$ cat src/rtl/fir_loader_pkg.sv
// -----------------------------------------------------------------------------
// fir_loader_pkg
// Shared definitions for the FIR coefficient pair loader:
//   - state_t : loader FSM states (IDLE, SETTLE, PENDING)
//   - COEF_W  : default width of one coefficient
//   - HI_LSB / LO_LSB : bit positions of b22 (upper half) and b23 (lower half)
//                       inside the 32-bit software register
// -----------------------------------------------------------------------------
package fir_loader_pkg;

    localparam int COEF_W = 16;
    localparam int HI_LSB = 16;
    localparam int LO_LSB = 0;

    typedef enum logic [1:0] {
        IDLE    = 2'd0,
        SETTLE  = 2'd1,
        PENDING = 2'd2
    } state_t;

endpackage

$ cat src/rtl/fir_coeff_settle_cnt.sv
// -----------------------------------------------------------------------------
// fir_coeff_settle_cnt
// Counts consecutive equal samples of the software register. done is asserted
// on the SETTLE_CYCLES-th enabled cycle since the last clear.
// Ports:
//   user_clk    in  clock
//   user_rst_n  in  asynchronous active-low reset
//   clear       in  restart the count (register value changed)
//   enable      in  this cycle's sample equals the tracked value
//   done        out this sample completes the settle window
// -----------------------------------------------------------------------------
module fir_coeff_settle_cnt
    import fir_loader_pkg::*;
#(
    parameter int SETTLE_CYCLES = 4
) (
    input  logic user_clk,
    input  logic user_rst_n,
    input  logic clear,
    input  logic enable,
    output logic done
);

    // Wide enough to hold SETTLE_CYCLES itself, so cnt+1 never overflows.
    localparam int CW = $clog2(SETTLE_CYCLES + 1);

    logic [CW-1:0] cnt;

    // NOTE: sequential state uses non-blocking assignments so every flop
    // samples the pre-edge values, independent of statement order.
    always_ff @(posedge user_clk or negedge user_rst_n) begin
        if (!user_rst_n) begin
            cnt <= '0;
        end else if (clear) begin
            cnt <= '0;
        end else if (enable) begin
            cnt <= cnt + CW'(1);
        end
    end

    // cnt holds the number of equal samples already seen; this one is the last.
    assign done = enable && (cnt == CW'(SETTLE_CYCLES - 1));

endmodule

$ cat src/rtl/fir_coeff_pair_loader.sv
// -----------------------------------------------------------------------------
// fir_coeff_pair_loader
// Takes the 32-bit software coefficient register (b22 in the upper half, b23
// in the lower half), waits until it has been stable for SETTLE_CYCLES samples,
// holds it as pending and commits both taps together on the next frame_sync,
// so the FIR never sees a mixed pair or a mid-frame change.
// Ports:
//   user_clk    in   clock (FIR/fabric domain)
//   user_rst_n  in   asynchronous active-low reset
//   reg_in      in   software register value, already in user_clk domain
//   frame_sync  in   one-cycle frame boundary strobe
//   coef_hi     out  active b22 (reg_in[31:16] of the committed value)
//   coef_lo     out  active b23 (reg_in[15:0] of the committed value)
//   coef_upd    out  one-cycle pulse in the first cycle new taps are driven
//   pending     out  an accepted value is waiting for frame_sync
//   upd_count   out  commits since reset, wrapping
// -----------------------------------------------------------------------------
module fir_coeff_pair_loader
    import fir_loader_pkg::*;
#(
    parameter int COEF_W        = fir_loader_pkg::COEF_W,
    parameter int SETTLE_CYCLES = 4,
    parameter int CNT_W         = 8
) (
    input  logic                user_clk,
    input  logic                user_rst_n,
    input  logic [2*COEF_W-1:0] reg_in,
    input  logic                frame_sync,
    output logic [COEF_W-1:0]   coef_hi,
    output logic [COEF_W-1:0]   coef_lo,
    output logic                coef_upd,
    output logic                pending,
    output logic [CNT_W-1:0]    upd_count
);

    state_t state, state_next;

    logic [2*COEF_W-1:0] last_seen;
    logic [2*COEF_W-1:0] shadow;

    logic changed;
    logic load_last;
    logic cnt_clear;
    logic cnt_en;
    logic settle_done;
    logic load_shadow;
    logic commit;

    assign changed = (reg_in != last_seen);

    fir_coeff_settle_cnt #(
        .SETTLE_CYCLES (SETTLE_CYCLES)
    ) u_settle_cnt (
        .user_clk   (user_clk),
        .user_rst_n (user_rst_n),
        .clear      (cnt_clear),
        .enable     (cnt_en),
        .done       (settle_done)
    );

    always_ff @(posedge user_clk or negedge user_rst_n) begin
        if (!user_rst_n) begin
            state <= IDLE;
        end else begin
            state <= state_next;
        end
    end

    always_comb begin
        // NOTE: every output of this block gets a default first, so no path
        // leaves a signal unassigned and no latch is inferred.
        state_next  = state;
        load_last   = 1'b0;
        cnt_clear   = 1'b0;
        cnt_en      = 1'b0;
        load_shadow = 1'b0;
        commit      = 1'b0;

        unique case (state)
            IDLE: begin
                if (changed) begin
                    load_last  = 1'b1;
                    cnt_clear  = 1'b1;
                    state_next = SETTLE;
                end
            end
            SETTLE: begin
                if (changed) begin
                    load_last = 1'b1;
                    cnt_clear = 1'b1;
                end else begin
                    cnt_en = 1'b1;
                    if (settle_done) begin
                        load_shadow = 1'b1;
                        state_next  = PENDING;
                    end
                end
            end
            PENDING: begin
                // A change on the frame_sync cycle still commits the old,
                // stable shadow; the new value then starts settling.
                if (frame_sync) begin
                    commit     = 1'b1;
                    state_next = IDLE;
                end
                if (changed) begin
                    load_last  = 1'b1;
                    cnt_clear  = 1'b1;
                    state_next = SETTLE;
                end
            end
            default: begin
                state_next = IDLE;
            end
        endcase
    end

    // NOTE: last_seen and shadow are data registers but are reset anyway:
    // last_seen = 0 makes a nonzero post-reset reg_in register as a change,
    // and clearing shadow discards any value pending at reset.
    always_ff @(posedge user_clk or negedge user_rst_n) begin
        if (!user_rst_n) begin
            last_seen <= '0;
            shadow    <= '0;
            coef_hi   <= '0;
            coef_lo   <= '0;
            coef_upd  <= 1'b0;
            upd_count <= '0;
        end else begin
            coef_upd <= commit;
            if (load_last) begin
                last_seen <= reg_in;
            end
            if (load_shadow) begin
                shadow <= last_seen;
            end
            if (commit) begin
                coef_hi   <= shadow[HI_LSB +: COEF_W];
                coef_lo   <= shadow[LO_LSB +: COEF_W];
                upd_count <= upd_count + CNT_W'(1);
            end
        end
    end

    assign pending = (state == PENDING);

endmodule

$ cat config.mk
export PLATFORM = sky130hd
export DESIGN_NAME = fir_coeff_pair_loader
export DESIGN_NICKNAME = d
export VERILOG_FILES = /design/src/rtl/fir_loader_pkg.sv /design/src/rtl/fir_coeff_settle_cnt.sv /design/src/rtl/fir_coeff_pair_loader.sv
export SDC_FILE = /design/constraint.sdc
export NUM_CORES = 1
export LEC_CHECK = 0
export CAP_MARGIN = 15
export CORE_MARGIN = 1
export CORE_UTILIZATION = 32
export CTS_CLUSTER_SIZE = 14
export DETAILED_ROUTE_END_ITERATION = 10
export PLACE_DENSITY = 0.53
export SYNTH_ARGS = -nofsm -noshare
export SYNTH_HDL_FRONTEND = slang
export SYNTH_HIERARCHICAL = 1
export SYNTH_SLANG_ARGS = --single-unit
$ cat constraint.sdc
create_clock -name user_clk -period 2.8 [get_ports user_clk]
set_input_delay 0.56 -clock user_clk [delete_from_list [all_inputs] [get_ports user_clk]]
set_output_delay 0.56 -clock user_clk [all_outputs]
set_load 0.005 [all_outputs]
[Word-level counts from Yosys, hierarchy flattened]
Index checks and enable logic that the tools add are counted.
Storage, ports and cells
  bits in registers: 110
  input bits: 35
  logic and storage cells: 40
Cells by class
  reduce and logical (&&, ||, !) cells: 5
  equality and inequality tests: 8
  muxes and demuxes: 17
  $add $sub $neg: 2
Operator list (count)
  32-bit inequality test: 1
  2-bit 2-to-1 mux: 5
  1-bit 2-to-1 mux: 9
  8-bit by 1-bit adder with 8-bit output, second input constant: 1
  3-bit 2-to-1 mux: 2
  2-bit inequality test, second input constant: 3
  2-bit one-hot mux with 3 select lines: 1
  4-bit AND reduction: 1
  3-bit by 1-bit adder with 3-bit output, second input constant: 1
  3-bit by 2-bit == test with 1-bit output, second input constant: 1
  3-bit by 2-bit inequality test with 1-bit output, second input constant: 1
  3-bit OR reduction: 1
  2-bit by 1-bit == test with 1-bit output, second input constant: 1
  2-bit == test, second input constant: 1
  2-bit logical NOT: 1
  2-bit nonzero test: 1
  1-bit logical AND: 1

[Longest topological paths before layout]
Gate-level depths: netlist (run 1).
  word-level depth: 7
  depth in mapped cells: 10

[Hierarchy]
The synthesis (run 1) kept the hierarchy.
Modules (own cells, without submodules)
  fir_coeff_pair_loader: area an instance 4411.7 µm², times used 1, cells each 355
  fir_coeff_settle_cnt: area an instance 148.9 µm², times used 1, cells each 13

[Least setup slack after synthesis (run 1)]
No wires, ideal clock.
  path type: in2reg
  start point: in reg_in[13]
  end point: reg shadow[10]
  path buffers: 1
  setup time: 0.125 ns
  required time: 2.675 ns
  data arrival time: 3.095 ns
  stages on the path: 10
  slack: -0.420 ns
  cells stage by stage: xor2_1 nor4_1 nand4_1 or2_2 nor3b_1 and2_2 nand3b_1 nor3_4 buf_6 mux2_2
On the way
  cells in the longest elaborated chain, start to end: 7
Ends and longest elaborated chain
  start, declared: line fir_coeff_pair_loader.sv:27  | input logic [2*COEF_W-1:0] reg_in,
  32-bit inequality test: line fir_coeff_pair_loader.sv:49  | assign changed = (reg_in != last_seen);
  1-bit 2-to-1 mux: line fir_coeff_pair_loader.sv:88  | if (changed) begin
  1-bit 2-to-1 mux: line fir_coeff_pair_loader.sv:79  | unique case (state)
  net cnt_en: line fir_coeff_pair_loader.sv:44  | logic cnt_en;
  1-bit logical AND: line fir_coeff_settle_cnt.sv:42  | assign done = enable && (cnt == CW'(SETTLE_CYCLES - 1));
  net settle_done: line fir_coeff_pair_loader.sv:45  | logic settle_done;
  1-bit 2-to-1 mux: line fir_coeff_pair_loader.sv:93  | if (settle_done) begin
  1-bit 2-to-1 mux: line fir_coeff_pair_loader.sv:88
  1-bit 2-to-1 mux: line fir_coeff_pair_loader.sv:79
  end signal, assigned: line fir_coeff_pair_loader.sv:135  | shadow <= last_seen;
  end, declared: line fir_coeff_pair_loader.sv:39  | logic [2*COEF_W-1:0] shadow;
The timed path passes the listed nets, and every way through them passes these cells.
A chain may end at the register's enable or synchronous reset.

[Worst setup path in the final report (run 1)]
  start point: reg last_seen[27]
  end point: reg shadow[30]
On the way
  cells in the longest elaborated chain, start to end: 7
Ends and longest elaborated chain
  start, declared: line fir_coeff_pair_loader.sv:38  | logic [2*COEF_W-1:0] last_seen;
  start signal, assigned: line fir_coeff_pair_loader.sv:132  | last_seen <= reg_in;
  32-bit inequality test: line fir_coeff_pair_loader.sv:49
  1-bit 2-to-1 mux: line fir_coeff_pair_loader.sv:88
  1-bit 2-to-1 mux: line fir_coeff_pair_loader.sv:79
  net cnt_en: line fir_coeff_pair_loader.sv:44
  1-bit logical AND: line fir_coeff_settle_cnt.sv:42
  net settle_done: line fir_coeff_pair_loader.sv:45
  1-bit 2-to-1 mux: line fir_coeff_pair_loader.sv:93
  1-bit 2-to-1 mux: line fir_coeff_pair_loader.sv:88
  1-bit 2-to-1 mux: line fir_coeff_pair_loader.sv:79
The timed path passes the listed nets, and every way through them passes these cells.

==> results_dict.tcl, run 1 <==
set metrics [dict create \
    cp_top_family "simple AND/OR/NAND/NOR gates" \
    totalWireLength_mm 10.3 \
    cts.path.max_buffers 2 \
    area_growth_pct 37.5 \
    grt-ovfl-total 0 \
    hold_violations 0 \
    yosys_most_used_dff "dfrtp_1" \
    worstPathCellList "xor2_1, nor4_1, buf_4, nand4_1, or2_4, nor3b_4, and2_4, nand3b_1, nor3_4, buf_6, buf_12, mux2_2" \
    drc 0 \
    cts_htree_levels 3 \
    grt_max_degree 49 \
    path_max_fanout 9 \
    status "complete, but fails checks" \
    synth_edf_count 0 \
    vias 3001 \
    first_pass_iters 4 \
    ys_ff_latch 110 \
    cts_tree "done" \
    leakagePower_uw 0.00298 \
    die_w_um 121 \
    worstSetupPathType "reg2reg" \
    clock_latency_ns 0.35 \
    synth_compound_area_frac 0.00631 \
    clkTransAtPathRegs_ns 0.07 \
    worst_slack_ns -0.111 \
    drive_gt1_frac 0.280 \
    synthSimpleGateAreaFrac 0.123 \
    cp-end-kind "flip-flop" \
    total_power_uw 3250 \
    worst_pin_slew_ns 0.639 \
    fin_crit_sh 1.04 \
    syn_nets 406 \
    syn_inst 368 \
    nets 522 \
    finalSetupTns_ns -2.73 \
    slew_headroom 0.574 \
    cellPowerDensity_nw_per_um2 518 \
    slowest_delay_ns 0.39 \
    place.gp.congestion 0.719 \
    setup_viol 32 \
    antenna_found_initial 0 \
    synth_top_area_share 0.604 \
    avgSynthCellArea_um2 12.4 \
    maxCapViolations 0 \
    die_h_um 121 \
    dpl_cell_area_um2 5700 \
    stdcell_area_um2 6270 \
    cp.arrival_ns 3.15 \
    synth_mux_area_frac 0.160 \
    cts_buffers 9 \
    wl_per_cell_um 15.4 \
    crit_required_ns 3.04 \
    fin_worst_skew_ns 0.00460 \
    dieArea_um2 14700 \
    slowest_stage "dfrtp_1" \
    syn_area_um2 4560 \
    synth_fa_ha_area_frac 0.00823 \
    yosysWarnings 6 \
    dp_hpwl_mm 7.01 \
    diodes 0 \
    route.antenna.remaining_nets 0 \
    crit_buf_inv 3 \
    synthTopCellsByCount "dfrtp_1, nand2_1, mux2_2, xor2_1, nor4_1" \
    rsz0062_at_grt "yes" \
    min_path_type "in2async" \
    synth_area_leaders "dfrtp_1, mux2_2, nand2_1" \
    critPathLaunchType "flip-flop" \
    yosysTopAreaCell "dfrtp_1" \
    synth_xor_area_frac 0.0768 \
    violations "setup timing" \
    ios 77 \
    vdd_ir_drop_max_mv 0.402 \
    clock-root-buffer "clkbuf_16" \
    yosysUniqueCellTypes 29 \
    grt_pass1_vias 3229 \
    ys_seq_area_frac 0.604 \
    clock.fmax_ghz 0.343 \
    yosysMostFrequentCell "dfrtp_1" \
    cts.sinks 110 \
    fp.coreArea_um2 13900 \
    finalHoldWorstSlack_ns 0.226 \
    grt_pass1_wl_mm 16.9 \
    fp-row-count 43 \
    initial_utilization 0.329 \
    dpl_worst_slack_ns -0.942 \
    io_buffers 76 \
    synth_top_family_by_area "multiplexers" \
    report.final.slew_viol_count 0 \
    drt_iter0_markers 134 \
    vias_per_cell 4.49 \
    fin_crit_ns 2.91 \
    async_flop_share 1.00 \
    track_usage 0.154 \
]
report_power, final:
part	switching, uW	internal [uW]
clock network	577	873
registers	20.7	1610
logic	87.5	80.2
per-layer routing:
layer | wire length [um] | GRT usage | share of wire | vias to the layer above
met5 | 0 | 0 | 0 | -
met4 | 157 | 0.0502 | 0.015 | 0
met3 | 465 | 0.0475 | 0.045 | 12
met2 | 4820 | 0.242 | 0.47 | 72
met1 | 4860 | 0.201 | 0.47 | 1473
li1 | - | - | - | 1444
sequential cells by signal, indices dropped and copies added (netlist names):
register	count
u_settle_cnt/cnt	3
coef_hi	16
coef_upd	1
coef_lo	16
shadow	32
last_seen	32
state	2
upd_count	8
path summary, 6_finish.rpt:
| kind | cells past startpoint | end | startpoint | slack, ns |
|---|---|---|---|---|
| setup / recovery | 12 | shadow[30]$_DFFE_PN0P_ | last_seen[27]$_DFFE_PN0P_ | -0.11 |
| hold / removal | 1 | coef_upd$_DFF_PN0_ | user_rst_n | 0.23 |
| setup reg to reg | 12 | shadow[30]$_DFFE_PN0P_ | last_seen[27]$_DFFE_PN0P_ | -0.11 |
| hold reg to reg | 2 | coef_hi[5]$_DFFE_PN0P_ | shadow[21]$_DFFE_PN0P_ | 0.47 |
| max in group asynchronous | 2 | last_seen[13]$_DFFE_PN0P_ | user_rst_n | 1.93 |
| min in group user_clk | 2 | coef_hi[5]$_DFFE_PN0P_ | shadow[21]$_DFFE_PN0P_ | 0.47 |
worst reg2reg max path: stages, from the launching register on:
cell	delay [ns]
dfrtp_1	0.39
xor2_1	0.14
nor4_1	0.30
buf_4	0.18
nand4_1	0.15
or2_4	0.30
nor3b_4	0.19
and2_4	0.17
nand3b_1	0.14
nor3_4	0.24
buf_6	0.14
buf_12	0.13
mux2_2	0.34
timing repair:
item	in CTS	in global routing
endpoints found under the setup margin	32	33
resized for setup	69	16
gates cloned	1	1
hold buffers	0	0
pin swaps	18	0
buffers inserted	16	3
logic make-up (layout without fill, tap and decap cells):
| family | after synthesis | count (layout) |
|---|---|---|
| adders and majority gates | 3 | 3 |
| buffers and inverters | 15 | 136 |
| AOI/OAI and AO/OA | 4 | 4 |
| xor gates and xnor gates | 40 | 40 |
| and+or+nand+nor | 131 | 131 |
| DFF | 110 | 110 |
| muxes | 65 | 65 |
final cells by class:
type | count | area [um^2]
clock inverters | 6 | 110
repair buffers | 117 | 1090
well taps | 180 | 225
flip-flops and latches | 110 | 2750
inverters | 3 | 11.3
fillers | 1306 | 7610
multi-input cells | 243 | 1850
clock buffers | 10 | 229
stage by stage:
step | instances | util
floorplan | 368 | -
global placement | 637 | 0.411
detailed placement | 637 | 0.411
CTS | 670 | 0.450
global route | 669 | 0.452
finish | 669 | 0.452
layout by cell type (no fill, tap or decap), types with 4 or more instances in the layout:
| master | Yosys | final |
|---|---|---|
| nand3_1 | 5 | 5 |
| buf_4 | 0 | 34 |
| dfrtp_1 | 110 | 110 |
| xor2_1 | 34 | 30 |
| buf_12 | 0 | 4 |
| mux2_4 | 0 | 19 |
| mux2_2 | 61 | 44 |
| dlygate4sd2_1 | 0 | 25 |
| clkdlybuf4s50_1 | 0 | 43 |
| clkbuf_16 | 0 | 9 |
| nor2_1 | 5 | 5 |
| xnor2_1 | 6 | 6 |
| xor2_2 | 0 | 4 |
| nand2_1 | 102 | 102 |
| nor4_1 | 8 | 5 |
Power figures use the tool's default switching activity.
==> run 2: changes to the inputs <==
ABC_AREA = 1   (was default)
PLACE_DENSITY = 0.52   (was 0.53)
==> run 2 against run 1 <==
Fmax increased by 20%. Core utilization decreased by 3.2 points. Clock power about the same. Routed wire length increased by 18%. Largest power group unchanged. Sequential power about the same. The run now ends clean. Final cell count increased by 36%. Count of clock-buffer cells in the layout unchanged. Die area increased by 11%. Power increased by 0.43%. First-iteration DRC count increased by 68%. Global-route usage increased by 0.56 points. Synthesized cell count increased by 67%.
==> results_dict.tcl, run 2 <==
set metrics [dict create \
    slowest_delay_ns 0.46 \
    grt_max_degree 111 \
    clkTransAtPathRegs_ns 0.07 \
    rsz0062_at_grt "no" \
    nets 733 \
    worst_pin_slew_ns 0.594 \
    fin_crit_sh 0.865 \
    io_buffers 76 \
    fp-row-count 45 \
    critPathLaunchType "input port" \
    synthTopCellsByCount "nand2_1, dfrtp_1, nand4_1, inv_1, nor2_1" \
    ios 77 \
    power_frac_seq 0.502 \
    cp-end-kind "flip-flop" \
    antenna_found_initial 0 \
    cts.sinks 110 \
    yosysUniqueCellTypes 26 \
    clock-root-buffer "clkbuf_16" \
    route.antenna.remaining_nets 0 \
    synth_compound_area_frac 0.0148 \
    synth_area_leaders "dfrtp_1, nand2_1, nand4_1" \
    synth_edf_count 0 \
    grt-ovfl-total 0 \
    fin_crit_ns 2.42 \
    synth_fa_ha_area_frac 0.00741 \
    finalSetupTns_ns 0 \
    maxCapViolations 0 \
    synthSimpleGateAreaFrac 0.319 \
    status "finished clean" \
    vias 4039 \
    fin_worst_skew_ns 0.00580 \
    leakagePower_uw 0.00330 \
    place.gp.congestion 0.781 \
    syn_nets 653 \
    avgSynthCellArea_um2 8.24 \
    post_cts_buffers 0 \
    rr_startpoint "last_seen[20]$_DFFE_PN0P_" \
    die_h_um 128 \
    track_usage 0.160 \
    grt_pass1_vias 4001 \
    r2r_end "shadow[2]$_DFFE_PN0P_" \
    ys_seq_area_frac 0.543 \
    report.final.slew_viol_count 0 \
    min_path_type "in2async" \
    yosysWarnings 6 \
    clockPowerShare 0.434 \
    wl_per_cell_um 13.3 \
    first_pass_iters 4 \
    cellPowerDensity_nw_per_um2 507 \
    worstSetupPathType "in2reg" \
    drt_iter0_markers 225 \
    initial_utilization 0.331 \
    drc 0 \
    crit_required_ns 3.05 \
    ff2ff_path_depth 13 \
    syn_inst 615 \
    reg_top3 "last_seen: 32 flops, shadow: 32 flops" \
    cts_buffers 9 \
    cp_top_family "simple AND/OR/NAND/NOR gates" \
    clock.fmax_ghz 0.413 \
    ctsResizeCount 0 \
    multi_input_area_um2 2040 \
    dp_hpwl_mm 8.66 \
    switching_share 0.228 \
    clock_latency_ns 0.36 \
    cts_tree "done" \
    path_common_cell "nand2_1" \
    vdd_ir_drop_max_mv 0.287 \
    ys_ff_latch 110 \
    cts_htree_levels 3 \
    slowest_stage "clkdlybuf4s50_1" \
    final_common_cell "nand2_1" \
    synth_top_family_by_area "simple AND/OR/NAND/NOR gates" \
    syn_area_um2 5070 \
    slew_headroom 0.604 \
    finalHoldWorstSlack_ns 0.265 \
    fill_cells 1553 \
    diodes 0 \
    vias_per_cell 4.43 \
    worstPathCellList "clkdlybuf4s50_1, inv_1, nand2_1, nand2_1, nand2_1, nor2_1, nand2_1, nor2_2, nand2_4, nor2_1, nand2_1, inv_1, nand4_2, buf_4, nand2_1, nand2_1" \
    synth_xor_area_frac 0.0605 \
    synth_top_area_share 0.543 \
    totalWireLength_mm 12.1 \
    drive_gt1_frac 0.0657 \
    setup_viol 0 \
    yosys_most_used_dff "dfrtp_1" \
    die_w_um 128 \
    cp.arrival_ns 2.67 \
    ff2ff_setup_slack_ns 0.63 \
    synth_mux_area_frac 0 \
    cts.path.max_buffers 2 \
    register_area_um2 2750 \
    p_comb_frac 0.064 \
    area_growth_pct 27.0 \
    layout_common_cells "nand2_1, dfrtp_1, clkdlybuf4s50_1, nand4_1, inv_1" \
    hold_buffers 0 \
    grt_pass1_wl_mm 20.0 \
    async_flop_share 1.00 \
    dieArea_um2 16300 \
    yosysMostFrequentCell "nand2_1" \
    intPower_uw 2520 \
    yosysTopAreaCell "dfrtp_1" \
    p_sw_uw 745 \
    path_max_fanout 21 \
    fp.coreArea_um2 15300 \
    crit_buf_inv 4 \
    hold_violations 0 \
]
==> run 2: power by group through the flow <==
stage | registers [uW] | logic [uW] | clock network, uW
after global placement | 1670 | 212 | 0
after CTS | 1640 | 216 | 1460
after detailed placement | 1670 | 215 | 0
final | 1640 | 210 | 1420
after floorplan | 1660 | 91.2 | 0
after global routing | 1640 | 238 | 1520
==> run 2: cells by family after synthesis <==
group / Yosys count
and+or+nand+nor: 389
DFF: 110
buffers and inverters: 63
xor gates and xnor gates: 35
AOI/OAI and AO/OA: 15
adders and majority gates: 3
==> run 2: stage by stage <==
stage / cells / utilization / setup slack (ns) / total power, uW / cell area, um^2
finish: 911 / 0.420 / 0.379 / 3260 / 6430
floorplan: 615 / - / 0.384 / 1750 / 5070
global route: 911 / 0.420 / 0.142 / 3400 / 6430
global placement: 895 / 0.398 / 0.0635 / 1880 / 6100
CTS: 911 / 0.420 / 0.414 / 3320 / 6430
detailed placement: 895 / 0.398 / 0.0334 / 1880 / 6100
==> run 2: worst max path at each step <==
stage	start	end	slack, ns	cells past startpoint
floorplan	reg_in[27]	shadow[10]$_DFFE_PN0P_	0.38	16
global placement	reg_in[2]	shadow[8]$_DFFE_PN0P_	0.06	14
detailed placement	reg_in[2]	shadow[2]$_DFFE_PN0P_	0.03	14
CTS	reg_in[2]	shadow[2]$_DFFE_PN0P_	0.41	14
global route	reg_in[6]	shadow[7]$_DFFE_PN0P_	0.14	17
finish	reg_in[21]	shadow[2]$_DFFE_PN0P_	0.38	16
==> run 2: worst reg2reg max path, cell delays in order (launching register included) <==
cell and delay (ns):
dfrtp_1 0.41, xnor2_1 0.26, nand2_1 0.08, nor2_1 0.17
nand2_1 0.11, nor2_4 0.14, nand2_4 0.05, nor2_1 0.13
nand2_1 0.07, inv_1 0.13, nand4_2 0.12, buf_4 0.23
nand2_1 0.11, nand2_1 0.05
==> run 2: area by class of cell <==
cell class                 instances  area share
clock buffer                      10      0.0371
clock inverter                     6      0.0146
inverter                          38      0.0222
multi-input combinational        442       0.316
sequential                       110       0.428
tap                              211      0.0410
timing repair buffer              94       0.141
==> run 2: metal layers <==
layer  GRT usage  routed length, um
met5           0                  0
met4      0.0699                225
met3      0.0267                486
met2       0.246               5310
met1       0.221               6100
==> run 3: changes to the inputs <==
CAP_MARGIN = 20   (was 15)
GPL_TIMING_DRIVEN = 0   (was default)
==> run 3 against run 2 <==
Largest power group unchanged. Non-clock buffer count rose by 8. Power shrank 7.4%. Highest routed layer unchanged. Clock power fell by 18%.
==> results_dict.tcl, run 3 (synthesized netlist as in run 2, its figures left out) <==
set metrics [dict create \
    grt_pass1_wl_mm 20.8 \
    status "finished clean" \
    ios 77 \
    die_w_um 128 \
    dieArea_um2 16300 \
    area_growth_pct 27.1 \
    startpoint "reg_in[21]" \
    reg_top3 "last_seen: 32 flops, shadow: 32 flops" \
    place.gp.congestion 0.806 \
    drc 0 \
    nets 741 \
    setup_viol 0 \
    stdcell_count 919 \
    rr_startpoint "last_seen[13]$_DFFE_PN0P_" \
    drt_iter0_markers 234 \
    diodes 0 \
    path_max_fanout 10 \
    crit_required_ns 3.04 \
    first_pass_iters 4 \
    hold_violations 0 \
    fill_cells 1598 \
    critPathLaunchType "input port" \
    layout_common_cells "nand2_1, dfrtp_1, clkdlybuf4s50_1, nand4_1, inv_1" \
    dp.cells 903 \
    clock.fmax_ghz 0.392 \
    clock_latency_ns 0.35 \
    totalWireLength_mm 12.3 \
    cellPowerDensity_nw_per_um2 469 \
    grt_pass1_vias 4101 \
    cp-end-kind "flip-flop" \
    rsz0062_at_grt "no" \
    fin_crit_ns 2.55 \
    leakagePower_uw 0.00331 \
    stdcell_area_um2 6440 \
    cts_buffers 9 \
    clock-root-buffer "clkbuf_16" \
    vias_per_cell 4.46 \
    antenna_found_initial 0 \
    min_path_type "in2async" \
    worst_pin_slew_ns 0.656 \
    finalHoldWorstSlack_ns 0.0580 \
    hold_buffers 0 \
    fp.coreArea_um2 15300 \
    grt-ovfl-total 0 \
    dp_hpwl_mm 9.08 \
    die_h_um 128 \
    vias 4102 \
    slew_headroom 0.561 \
    cts.sinks 110 \
    cts_tree "done" \
    clkTransAtPathRegs_ns 0.07 \
    fp-row-count 45 \
    drive_gt1_frac 0.0650 \
    worstSetupPathType "in2reg" \
    cp.arrival_ns 2.79 \
    dpl_cell_area_um2 6120 \
    wl_per_cell_um 13.4 \
    maxCapViolations 0 \
    initial_utilization 0.331 \
    cts.path.max_buffers 2 \
    vdd_ir_drop_max_mv 0.280 \
    final_common_cell "nand2_1" \
    multi_input_area_um2 2080 \
    grt_max_degree 88 \
    report.final.slew_viol_count 0 \
    track_usage 0.164 \
    fin_worst_skew_ns 0.00743 \
    cts_htree_levels 3 \
    fin_crit_sh 0.911 \
    route.antenna.remaining_nets 0 \
    register_area_um2 2750 \
    io_buffers 76 \
]
-- run 3: cell count changes in the layout (fill, tap and decap cells not counted), moves of 3 or more --
cell	previous run	this run
clkbuf_2	0	3
clkinv_2	0	3
buf_2	0	3
xnor2_1	22	19
buf_6	0	5
xnor2_2	0	3
buf_4	18	6
clkbuf_1	0	12
-- run 3: where the power goes --
part,switching [uW],internal [uW]
Sequential,29.0,1610
Clock,564,602
Combinational,118,98.2
-- run 3: layer usage --
layer,routed length (um),track usage,vias to the layer above
li1,-,-,2089
met1,6030,0.225,1933
met2,5610,0.257,67
met3,516,0.0342,13
met4,180,0.0547,0
met5,0,0,-
-- run 3: path summary, 6_finish.rpt --
check | slack, ns | end | cells after the start
worst min register to register | 0.47 | upd_count[7]$_DFFE_PN0P_ | 1
min in group user_clk | 0.47 | upd_count[7]$_DFFE_PN0P_ | 1
worst min-delay path | 0.06 | coef_upd$_DFF_PN0_ | 1
max in group asynchronous | 2.04 | coef_lo[11]$_DFFE_PN0P_ | 2
worst max register to register | 0.52 | shadow[13]$_DFFE_PN0P_ | 13
worst max-delay path | 0.25 | shadow[13]$_DFFE_PN0P_ | 16
-- run 3: critical path, stage by stage --
cell             delay, ns
clkdlybuf4s50_1       0.45
inv_1                 0.10
nand2_1               0.06
nand2_1               0.13
nand2_1               0.08
nor2_1                0.11
nand2_1               0.09
nor2_4                0.19
nand2_4               0.11
nor2_4                0.15
nand2_1               0.08
inv_2                 0.16
nand4_4               0.16
buf_4                 0.22
nand2_1               0.07
nand2_1               0.05
-- run 3: what timing repair did --
| action | CTS | global route |
|---|---|---|
| endpoints found under the setup margin | 32 | 30 |
| setup buffers | 0 | 1 |
| pin swaps | 0 | 1 |
| resized for setup | 3 | 17 |
-- run 3: cell type report --
| type | instances | share of cell area |
|---|---|---|
| flip-flops and latches | 110 | 0.427 |
| clock inverters | 4 | 0.00369 |
| inverters | 38 | 0.0221 |
| repair buffers | 78 | 0.124 |
| multi-input cells | 442 | 0.323 |
| well taps | 211 | 0.0410 |
| clock buffers | 12 | 0.0367 |
| plain buffers | 24 | 0.0227 |
-- run 3: per-stage QoR --
stage / total power, uW / TNS, ns / setup WS [ns] / util
2_1_floorplan: 1750 / 0 / 0.384 / -
3_3_place_gp: 1880 / -371.84 / -3.20 / 0.398
3_5_place_dp: 1890 / -21.58 / -0.691 / 0.400
4_1_cts: 3070 / 0 / 0.0477 / 0.417
5_1_grt: 3170 / 0 / 0.0206 / 0.421
6_report: 3020 / 0 / 0.248 / 0.421
